$ cat src/rtl/dmem_arbiter.sv
`default_nettype none
// ============================================================================
// Module   : dmem_arbiter
// Purpose  : Shares the single-port data RAM between the CPU (fixed priority)
//            and a debug/loader port whose wait is bounded by STARVE_LIMIT.
// Revision : 1.0 - initial release
// ============================================================================
module dmem_arbiter #(
  parameter int ADDR_W       = 12,
  parameter int DATA_W       = 32,
  parameter int STARVE_LIMIT = 8
) (
  input  logic              clock,
  input  logic              reset,
  input  logic              cpu_req,
  input  logic              cpu_wren,
  input  logic [ADDR_W-1:0] cpu_addr,
  input  logic [DATA_W-1:0] cpu_data,
  output logic [DATA_W-1:0] cpu_q,
  output logic              cpu_stall,
  input  logic              dbg_req,
  input  logic              dbg_wren,
  input  logic [ADDR_W-1:0] dbg_addr,
  input  logic [DATA_W-1:0] dbg_data,
  output logic              dbg_gnt,
  output logic              dbg_rvalid,
  output logic [DATA_W-1:0] dbg_q,
  output logic              ram_wEn,
  output logic [ADDR_W-1:0] ram_addr,
  output logic [DATA_W-1:0] ram_dataIn,
  input  logic [DATA_W-1:0] ram_dataOut
);

  localparam logic [7:0] c_STARVE_LIMIT = 8'(STARVE_LIMIT);

  logic [7:0]        r_wait_cnt;
  logic              r_rd_pend;
  logic              r_rvalid;
  logic [DATA_W-1:0] r_dbg_q;

  logic w_starve;
  logic w_gnt;

  // The debug side wins only when the CPU is idle or it has waited the limit.
  assign w_starve  = (r_wait_cnt == c_STARVE_LIMIT);
  assign w_gnt     = reset & dbg_req & (~cpu_req | w_starve);
  assign dbg_gnt   = w_gnt;
  assign cpu_stall = reset & dbg_req & cpu_req & w_starve;

  always_comb begin
    ram_addr   = cpu_addr;
    ram_dataIn = cpu_data;
    ram_wEn    = cpu_wren & cpu_req;
    if (w_gnt) begin
      ram_addr   = dbg_addr;
      ram_dataIn = dbg_data;
      ram_wEn    = dbg_wren;
    end
    if (!reset) begin
      ram_wEn = 1'b0;
    end
  end

  assign cpu_q      = ram_dataOut;
  assign dbg_rvalid = reset & r_rvalid;
  assign dbg_q      = r_dbg_q;

  always_ff @(posedge clock) begin
    if (!reset) begin
      r_wait_cnt <= 8'd0;
      r_rd_pend  <= 1'b0;
      r_rvalid   <= 1'b0;
      r_dbg_q    <= '0;
    end else begin
      if (!dbg_req || w_gnt) begin
        r_wait_cnt <= 8'd0;
      end else if (!w_starve) begin
        r_wait_cnt <= r_wait_cnt + 8'd1;
      end
      // RAM read data appears one cycle after the grant; capture it then.
      r_rd_pend <= w_gnt & ~dbg_wren;
      r_rvalid  <= r_rd_pend;
      if (r_rd_pend) begin
        r_dbg_q <= ram_dataOut;
      end
    end
  end

endmodule
`default_nettype wire
$ cat config.mk
export PLATFORM = sky130hd
export DESIGN_NAME = dmem_arbiter
export DESIGN_NICKNAME = d
export VERILOG_FILES = /design/src/rtl/dmem_arbiter.sv
export SDC_FILE = /design/constraint.sdc
export NUM_CORES = 1
export LEC_CHECK = 0
export BUFFER_PORTS_ARGS = -buffer_cell sky130_fd_sc_hd__buf_2
export CORE_AREA = 2 2 92 94
export CTS_BUF_LIST = sky130_fd_sc_hd__clkbuf_8
export DETAILED_ROUTE_END_ITERATION = 10
export DIE_AREA = 0 0 94 96
export PLACE_DENSITY = 0.74
export SLEW_MARGIN = 20
export SYNTH_ARGS = -nofsm -noshare
export SYNTH_HDL_FRONTEND = slang
export SYNTH_SLANG_ARGS = --single-unit
$ cat constraint.sdc
create_clock -name clock -period 1.8 [get_ports clock]
set_input_delay 0.09 -clock clock [delete_from_list [all_inputs] [get_ports clock]]
set_output_delay 0.09 -clock clock [all_outputs]
set_load 0.05 [all_outputs]
==> flow_summary_export.csv, run 1 <==
group,metric,value,unit
cells_and_area,final_common_cell,"buf_2",
global_routing,grt_pass1_vias,2486,
cells_and_area,final_area,4340,um^2
clock_network,clock-sinks,42,
place,place_congestion,0.773,
timing,fin_skew,0.00326,ns
die,coreArea,8050,um^2
route,viasPerCell,4.42,
global_routing,grt_max_degree,36,
synth,netlist_area,2590,um^2
clock_network,cts_buffers,5,
global_routing,grt_remaining_overflow,0,
cells_and_area,stdcell_count,571,
global_routing,track_usage,18.4,%
min_path,worst_hold_path_type,"in2reg",
global_routing,grt_pass1_wl,12600,um
cells_and_area,nFillCells,696,
synth,avgSynthCellArea,10.9,um^2
timing,rsz0062_at_grt,"yes",
run,drv_cap,0,
timing,slew_violations,0,
place,placed_area,3750,um^2
cells_and_area,multi_input_area,1450,um^2
setup_path,crit_slowest_cell,"dfxtp_2",
route,wl_per_cell,15.9,um
power_and_ir_drop,p_leak,2.26,nW
power_and_ir_drop,power_density,618,nW/um^2
route,drt_wl_total,9070,um
synth,postSynthCellCount,237,
die,initial_core_util,32.2,%
timing,setup_violations,47,
timing,worstMarginPinSlew,0.302,ns
setup_path,cp_max_fo,10,
die,die_h,96,um
timing,fin_crit,2.18,ns
clock_network,clkTransAtPathRegs,0.07,ns
route,ant_nets,0,
cells_and_area,final_nets,591,
power_and_ir_drop,peakVddDrop,0.000328,V
timing,fmax,458,MHz
clock_network,root_buffer,"clkbuf_8",
setup_path,cpLargestDelayFamily,"buffers and inverters",
route,vias,2526,
timing,final.setup.worst_slack,-0.382,ns
synth,yosysUniqueCellTypes,24,
setup_path,path_class,"reg2out",
setup_path,slowest_delay,0.33,ns
route,dr.pass1.iters,3,
cells_and_area,layout-drive-gt1-share,69.8,%
setup_path,start_kind,"flip-flop",
clock_network,clockBufferDepth,2,
setup_path,path_cells,"inv_2 > ha_4 > nor4b_4 > and3_4 > o21ai_4 > buf_12 > buf_16 > mux2_4 > buf_6",
route,dr.first_iter.drc_count,38,
clock_network,cts_tree,"yes",
route,drc,0,
timing,period_share,121,%
cells_and_area,area_growth,67.5,%
place,numPortBuffers,237,
synth,ys_ff_latch,42,
outcome,violations,"negative setup slack",
clock_network,clk_latency,0.29,ns
synth,yosysWarnings,0,
setup_path,crit_buf_inv,4,
global_routing,antenna_found_initial,2,
cells_and_area,regArea,845,um^2
setup_path,worstPathArrival,2.09,ns
clock_network,cts_max_level,2,
place,dpl.hpwl,7020,um
synth,synth-seq-area-share,32.5,%
die,dieArea,9020,um^2
die,io-pin-count,238,
timing,finalHoldViolCount,0,
place,placed_cells,550,
setup_path,critPathRequiredTime,1.71,ns
setup_path,endpoint_kind,"output pin",
die,num_rows,33,
die,die_w,94,um
cells_and_area,mostFrequentLayoutCells,"buf_2, mux2_4, dfxtp_1",
synth,synth_nets,365,
timing,relSlewSlack,79.8,%
outcome,status,"complete, but fails checks",
## cells in the mapped netlist (all sizes together)
| cell type | number | area, um^2 |
|---|---|---|
| a31o | 1 | 8.76 |
| xor2 | 4 | 35.0 |
| nor2b | 32 | 200 |
| mux2 | 44 | 638 |
| mux2i | 32 | 320 |
| and3 | 3 | 23.8 |
| xnor2 | 2 | 17.5 |
| ha | 2 | 25.0 |
| nor4b | 1 | 15.0 |
| clkbuf | 4 | 15.0 |
| nand4 | 1 | 6.26 |
| dfxtp | 42 | 841 |
| nor2 | 12 | 45.0 |
| and2 | 3 | 18.8 |
| a21oi | 1 | 5.00 |
| nand3 | 8 | 40.0 |
| o21ai | 1 | 16.3 |
| nand2 | 1 | 3.75 |
| buf | 39 | 300 |
| inv | 4 | 15.0 |
## through the flow
stage	hold WS [ns]	setup WS (ns)	TNS [ns]	utilization [%]	power [W]
detailed placement	0.264	-0.165	-5.27	46.6	0.00195
global route	0.0650	-0.474	-20.52	53.9	0.00279
global placement	0.263	-0.133	-3.98	46.6	0.00194
finish	0.0694	-0.382	-16.09	53.9	0.00268
CTS	0.0555	-0.380	-15.92	52.6	0.00269
floorplan	0.162	-0.0429	-1.54	-	0.00170
## worst reg2reg max path, cell delays in order, from the launching register on
cell     delay, ns
dfxtp_2       0.33
inv_2         0.06
ha_4          0.12
nor4b_4       0.21
buf_4         0.15
buf_4         0.09
nand3_1       0.09
nand3_1       0.27
nor2_1        0.09
## worst paths after layout
check | cells after the start | to | startpoint | slack [ns]
max | 9 | ram_dataIn[26] | r_wait_cnt[1] | -0.38
min | 3 | dbg_q[9] | ram_dataOut[9] | 0.07
max reg2reg | 8 | r_wait_cnt[5] | r_wait_cnt[1] | 0.28
min reg2reg | 2 | dbg_q[24] | dbg_q[24] | 0.52
## power by group
group          switching [W]  internal, W
Sequential        0.00000923     0.000946
Clock               0.000306     0.000304
Combinational       0.000673     0.000442
## per-layer routing
layer | share of wire, % | track usage, % | wire [um]
met1 | 35 | 19.0 | 3200
met2 | 52 | 33.8 | 4740
met3 | 10 | 6.50 | 922
met4 | 2.2 | 7.73 | 204
met5 | 0 | 0 | 0
## timing repair
action,CTS,global route
pin swaps,2,0
endpoints found under the hold margin,1,0
resized for setup,94,8
buffers inserted,5,4
setup endpoints to repair,47,47
gates cloned,2,2
hold buffers,1,0
## sequential cells by signal, indices dropped and copies added (netlist names)
register / flops
r_rvalid: 1
dbg_q: 32
r_wait_cnt: 8
r_rd_pend: 1
## kinds of logic (layout without fill, tap and decap cells)
group | count (synthesis) | in the layout | synth area share [%]
AOI/OAI and AO/OA | 3 | 3 | 1.16
adders and majority gates | 2 | 2 | 0.966
other | 0 | 2 | 0
xor gates and xnor gates | 6 | 6 | 2.03
buffers and inverters | 47 | 274 | 12.8
and+or+nand+nor | 61 | 61 | 13.6
muxes | 76 | 76 | 37.0
DFF | 42 | 42 | 32.5
## layout make-up
class,instances,area share [%]
Timing Repair Buffer,262,41.5
Tap cell,105,3.03
Clock buffer,6,1.90
Sequential cell,42,19.5
Multi-Input combinational cell,148,33.4
Inverter,4,0.346
Clock inverter,2,0.202
Antenna cell,2,0.115
(Power assumes the default switching activity.)
==> inputs of run 2 (changes only) <==
Settings changed: CELL_PAD_IN_SITES_DETAIL_PLACEMENT set to 1, CELL_PAD_IN_SITES_GLOBAL_PLACEMENT set to 1, CORE_AREA 2 2 92 94 to unset, CORE_MARGIN set to 2, CORE_UTILIZATION set to 24, DIE_AREA 0 0 94 96 to unset, PLACE_DENSITY 0.74 to unset, PLACE_DENSITY_LB_ADDON set to 0.1, RECOVER_POWER set to 100.
==> run 2 against run 1 <==
The flow still finishes with violations (negative setup slack). Total power grew 4.0%. Worst setup slack improved by 0.014 ns. Clock power up 20%. Register-to-register slack worse by 0.12 ns. Combinational power hardly changed. Flip-flop and latch count did not move. Critical path depth did not move. Die area is 29% higher. Worst hold slack improved by 0.00084 ns. Utilization decreased by 13 points. Clock skew is 0.0026 ns higher. Sequential share of layout area increased by 0.28 points. Largest power group unchanged.
==> flow_summary_export.csv, run 2 (same netlist as run 1, synthesis figures left out) <==
group,metric,value,unit
clock_network,clk_latency,0.29,ns
cells_and_area,final_common_cell,"buf_2",
cells_and_area,nFillCells,1275,
timing,final.setup.worst_slack,-0.367,ns
timing,fmax,461,MHz
route,wl_per_cell,16.4,um
timing,fin_skew,0.00587,ns
place,numPortBuffers,237,
clock_network,cts_buffers,5,
clock_network,cts_max_level,2,
setup_path,cp_max_fo,7,
global_routing,grt_max_degree,34,
min_path,worst_hold_path_type,"in2reg",
cells_and_area,antenna_cells,0,
clock_network,clkTransAtPathRegs,0.08,ns
timing,finalHoldViolCount,0,
setup_path,slowest_delay,0.33,ns
place,place_congestion,0.701,
setup_path,start_kind,"flip-flop",
outcome,status,"complete, but fails checks",
cells_and_area,largest_register_ff_count,32,
route,drc,0,
route,drt_wl_total,9750,um
clock_network,cts_tree,"yes",
power_and_ir_drop,p_leak,2.02,nW
clock_network,clock-sinks,42,
route,vias,2445,
run,drv_cap,0,
timing,period_share,120,%
route,dr.pass1.iters,4,
cells_and_area,fin_util,41.0,%
setup_path,critPathRequiredTime,1.71,ns
clock_network,clockBufferDepth,2,
die,initial_core_util,24.9,%
die,die_w,108,um
setup_path,path_cells,"inv_2 > ha_4 > nor4b_4 > and3_4 > o21ai_4 > buf_4 > buf_8 > mux2_4 > buf_6",
timing,fin_crit,2.17,ns
timing,setup_violations,46,
route,ant_nets,0,
cells_and_area,mostFrequentLayoutCells,"buf_2, clkbuf_1, mux2_4, buf_6, dfxtp_1",
route,viasPerCell,4.10,
cells_and_area,area_growth,64.9,%
global_routing,grt_remaining_overflow,0,
cells_and_area,stdcell_count,596,
global_routing,grt_pass1_wl,13700,um
setup_path,path_class,"reg2out",
timing,rsz0062_at_grt,"yes",
global_routing,grt_pass1_vias,2542,
die,die_h,108,um
die,io-pin-count,238,
place,dpl.hpwl,7500,um
setup_path,endpoint_kind,"output pin",
timing,worstMarginPinSlew,1.11,ns
cells_and_area,final_nets,587,
global_routing,track_usage,15.4,%
route,dr.first_iter.drc_count,83,
setup_path,worstPathArrival,2.08,ns
die,coreArea,10400,um^2
global_routing,antenna_found_initial,1,
timing,relSlewSlack,26.0,%
clock_network,root_buffer,"clkbuf_8",
power_and_ir_drop,power_density,653,nW/um^2
place,placed_cells,580,
cells_and_area,layout-drive-gt1-share,55.2,%
timing,slew_violations,0,
die,num_rows,37,
setup_path,crit_slowest_cell,"dfxtp_2",
outcome,violations,"negative setup slack",
power_and_ir_drop,peakVddDrop,0.000283,V
die,dieArea,11600,um^2
## run 2: cell count changes in the layout (fill, tap and decap cells not counted), sizes merged
cell,before,now
clkbuf,8,71
clkinvlp,0,1
bufinv,0,1
diode,2,0
buf,259,191
clkinv,1,0
## run 2: timing repair
item	CTS	global route
pin swaps	3	0
hold endpoints to repair	1	0
gates cloned	3	0
resized for setup	112	4
setup endpoints to repair	47	47
hold buffers	1	0
buffers inserted	2	2
## run 2: report_power, final
group	total, W	leakage (nW)	switching, W	internal [W]
clock network	0.000733	0.0556	0.000325	0.000408
registers	0.000954	0.341	0.00000817	0.000946
logic	0.00110	1.62	0.000671	0.000431
## run 2: final cells by class
type                            instances  area, um^2  share of cell area (%)
Sequential cell                        42         843                    19.7
Tap cell                              136         170                    3.98
Clock buffer                            5        68.8                    1.61
Timing Repair Buffer                  258        1680                    39.3
Clock inverter                          3        41.3                   0.967
Inverter                                4        15.0                   0.352
Multi-Input combinational cell        148        1460                    34.1
## run 2: worst paths after layout
path | start | endpoint | slack (ns) | depth (start not counted)
setup reg to reg | r_rd_pend | dbg_q[20] | 0.16 | 3
hold reg to reg | dbg_q[17] | dbg_q[17] | 0.52 | 2
setup / recovery | r_wait_cnt[0] | ram_dataIn[31] | -0.37 | 9
hold / removal | ram_dataOut[17] | dbg_q[17] | 0.07 | 3
## run 2: worst max-delay path, delay by kind of cell (launching register included)
kind | cells | cell delay [ns]
buf+inv | 4 | 0.50
compound gates | 1 | 0.07
flops | 1 | 0.33
simple gates | 2 | 0.44
fa+ha+maj | 1 | 0.12
mux | 1 | 0.32
## run 2: metal layers
metal  vias up  part of all wire [%]  global-route usage [%]
met5         -                     0                       0
met4         0                   2.3                    5.04
met3        16                   5.4                    3.57
met2        99                    53                    27.0
met1      1118                    40                    18.3
li1       1212                     -                       -
## run 2: stage by stage
step	power, W	worst slack, ns	hold slack [ns]	setup TNS, ns	instance area [um^2]
4_1_cts	0.00283	-0.400	0.0575	-15.69	4330
2_1_floorplan	0.00170	-0.0429	0.162	-1.54	2600
5_1_grt	0.00291	-0.466	0.0666	-19.09	4270
3_3_place_gp	0.00193	-0.127	0.279	-3.62	3770
3_5_place_dp	0.00194	-0.154	0.270	-4.68	3770
6_report	0.00279	-0.367	0.0702	-14.65	4270
==> inputs of run 3 (changes only) <==
Settings changed: ABC_AREA set to 1, CORE_UTILIZATION 24 to 20, TNS_END_PERCENT set to 50.
==> run 3 against run 2 <==
Highest routed layer unchanged. Worst hold slack worse by 0.040 ns. Clock skew is 0.0067 ns higher. Sequential share of layout area is 0.20 points lower. Fmax is 14% higher. Clock power is 11% lower. The flow still finishes with violations (negative setup slack). Largest power group unchanged. Routed wire length is 8.8% higher. Die area is 9.4% higher. Non-clock buffer count is 1 lower. Critical endpoint is now ram_dataIn[1]. Via count is 30% higher. Largest cell class unchanged. Combinational power is 7% higher. Worst setup slack better by 0.27 ns. Design area is 1.2% higher.
==> flow_summary_export.csv, run 3 <==
group,metric,value,unit
outcome,status,"complete, but fails checks",
outcome,violations,"negative setup slack",
clock_network,clkTransAtPathRegs,0.08,ns
clock_network,clock-sinks,42,
cells_and_area,final_common_cell,"buf_2",
clock_network,clockBufferDepth,2,
place,numPortBuffers,237,
route,drc,0,
cells_and_area,stdcell_count,738,
setup_path,endpoint_kind,"output pin",
setup_path,path_cells,"inv_2 > ha_4 > nand3_4 > o21ai_4 > nand2_4 > clkinv_4 > buf_6 > clkbuf_16 > nand2_2 > nand2_2 > buf_6",
global_routing,grt_remaining_overflow,0,
route,drt_wl_total,10600,um
place,place_congestion,0.799,
synth,synth-main-ff-cell,"dfxtp_1",
route,wl_met2,5830,um
cells_and_area,final_area,4320,um^2
cells_and_area,regArea,845,um^2
synth,synth_largest_area_cell,"dfxtp_1",
cells_and_area,multi_input_area,1370,um^2
cells_and_area,antenna_cells,0,
clock_network,cts_tree,"yes",
route,dr.first_iter.drc_count,133,
global_routing,grt_max_degree,45,
setup_path,worstPathArrival,1.81,ns
synth,ys_top_cells_by_count,"nand2_1, nor2_1, dfxtp_1",
setup_path,critPathRequiredTime,1.71,ns
global_routing,grt_pass1_wl,16100,um
setup_path,slowest_delay,0.33,ns
setup_path,path_class,"reg2out",
min_path,worst_hold_path_type,"in2reg",
synth,netlist_area,2370,um^2
timing,rsz0062_at_grt,"yes",
place,placed_area,3510,um^2
synth,synth_area_leaders,"dfxtp_1, nand2_1, nor2_1",
route,viasPerCell,4.29,
place,dpl.hpwl,7540,um
clock_network,clk_latency,0.30,ns
clock_network,root_buffer,"clkbuf_8",
min_path,hold_depth,3,
power_and_ir_drop,p_leak,2.30,nW
timing,slew_violations,0,
die,num_rows,39,
cells_and_area,final_nets,722,
clock_network,cts_max_level,2,
global_routing,grt_pass1_vias,3223,
global_routing,track_usage,15.5,%
timing,period_share,105,%
synth,avgSynthCellArea,6.25,um^2
route,wl_per_cell,14.4,um
synth,synth-seq-area-share,35.5,%
cells_and_area,layout-drive-gt1-share,43.4,%
route,vias,3168,
timing,fin_skew,0.0126,ns
die,dieArea,12700,um^2
route,met3_length,791,um
timing,finalHoldViolCount,0,
synth,yosysUniqueCellTypes,20,
synth,yosysTopAreaCellShare,35.5,%
cells_and_area,fin_util,37.7,%
timing,final.setup.worst_slack,-0.0989,ns
setup_path,cp_max_fo,8,
power_and_ir_drop,power_density,649,nW/um^2
synth,synth_nets,507,
cells_and_area,area_growth,82.4,%
route,met1_length,3860,um
timing,relSlewSlack,55.3,%
timing,fmax,527,MHz
die,io-pin-count,238,
run,drv_cap,0,
timing,worstMarginPinSlew,0.674,ns
clock_network,hold_buffers,0,
clock_network,cts_buffers,5,
synth,yosysWarnings,0,
power_and_ir_drop,peakVddDrop,0.000306,V
synth,yosysMostFrequentCell,"nand2_1",
setup_path,reg2reg_depth,10,
cells_and_area,mostFrequentLayoutCells,"buf_2, nand2_1, nor2_1",
die,initial_core_util,20.7,%
route,top_layer_used,"met4",
die,coreArea,11500,um^2
cells_and_area,largest_register_ff_count,32,
timing,fin_crit,1.90,ns
setup_path,start_kind,"flip-flop",
die,die_w,113,um
place,placed_cells,717,
route,ant_nets,0,
synth,async_flop_share,0,%
timing,setup_violations,44,
route,dr.pass1.iters,4,
synth,postSynthCellCount,379,
global_routing,antenna_found_initial,0,
power_and_ir_drop,finalPower,0.00280,W
synth,synth_edf_count,0,
cells_and_area,nFillCells,1480,
setup_path,crit_slowest_cell,"dfxtp_2",
die,die_h,113,um
synth,ys_ff_latch,42,
place,preCtsSetupSlack,0.0285,ns
[run 3: layout make-up]
type / instances / area share [%]
Inverter: 18 / 1.77
Multi-Input combinational cell: 270 / 31.7
Timing Repair Buffer: 257 / 40.7
Tap cell: 143 / 4.14
Clock inverter: 2 / 0.290
Clock buffer: 6 / 1.91
Sequential cell: 42 / 19.5
[run 3: logic make-up (layout without fill, tap and decap cells)]
logic type                 after synthesis  after routing  synth area share, %
DFF                                     42             42                 35.5
buffers and inverters                   67            283                 17.3
xor gates and xnor gates                 4              4                 1.48
and+or+nand+nor                        229            229                 37.1
AOI/OAI and AO/OA                       35             35                 7.55
adders and majority gates                2              2                 1.06
[run 3: final timing paths]
kind | start | end | slack (ns)
min reg2reg | dbg_q[13] | dbg_q[13] | 0.51
max | r_wait_cnt[0] | ram_dataIn[1] | -0.1
max reg2reg | r_wait_cnt[0] | r_wait_cnt[5] | 0.19
min | ram_dataOut[5] | dbg_q[5] | 0.03
[run 3: stage by stage]
step | TNS (ns) | hold slack (ns)
after floorplan | 0 | 0.225
after global placement | 0 | 0.324
after detailed placement | 0 | 0.335
after CTS | -3.30 | 0.0174
after global routing | -7.27 | 0.0130
final | -2.98 | 0.0297
[run 3: repair_timing]
action | 4_1_cts | 5_1_grt
cloned | 3 | 1
pin swaps | 13 | 24
setup buffers | 9 | 1
setup endpoints to repair | 45 | 49
resized for setup | 141 | 56
[run 3: metal layers]
layer	vias up	global-route usage (%)
met5	-	0
met4	0	2.93
met3	10	3.64
met2	131	30.7
met1	1473	16.7
li1	1554	-
[run 3: report_power, final]
part           total, W  switching, W  internal (W)
combinational   0.00118      0.000785      0.000399
clock          0.000651      0.000339      0.000312
sequential     0.000969     0.0000130      0.000956
[run 3: critical path: cells and delay by family, from the launching register on]
kind                     cells  cell delay [ns]
AO/OA/AOI/OAI                1             0.19
adder cells (fa/ha/maj)      1             0.14
buffers and inverters        5             0.57
flip-flops                   1             0.33
AND/OR/NAND/NOR              4             0.27
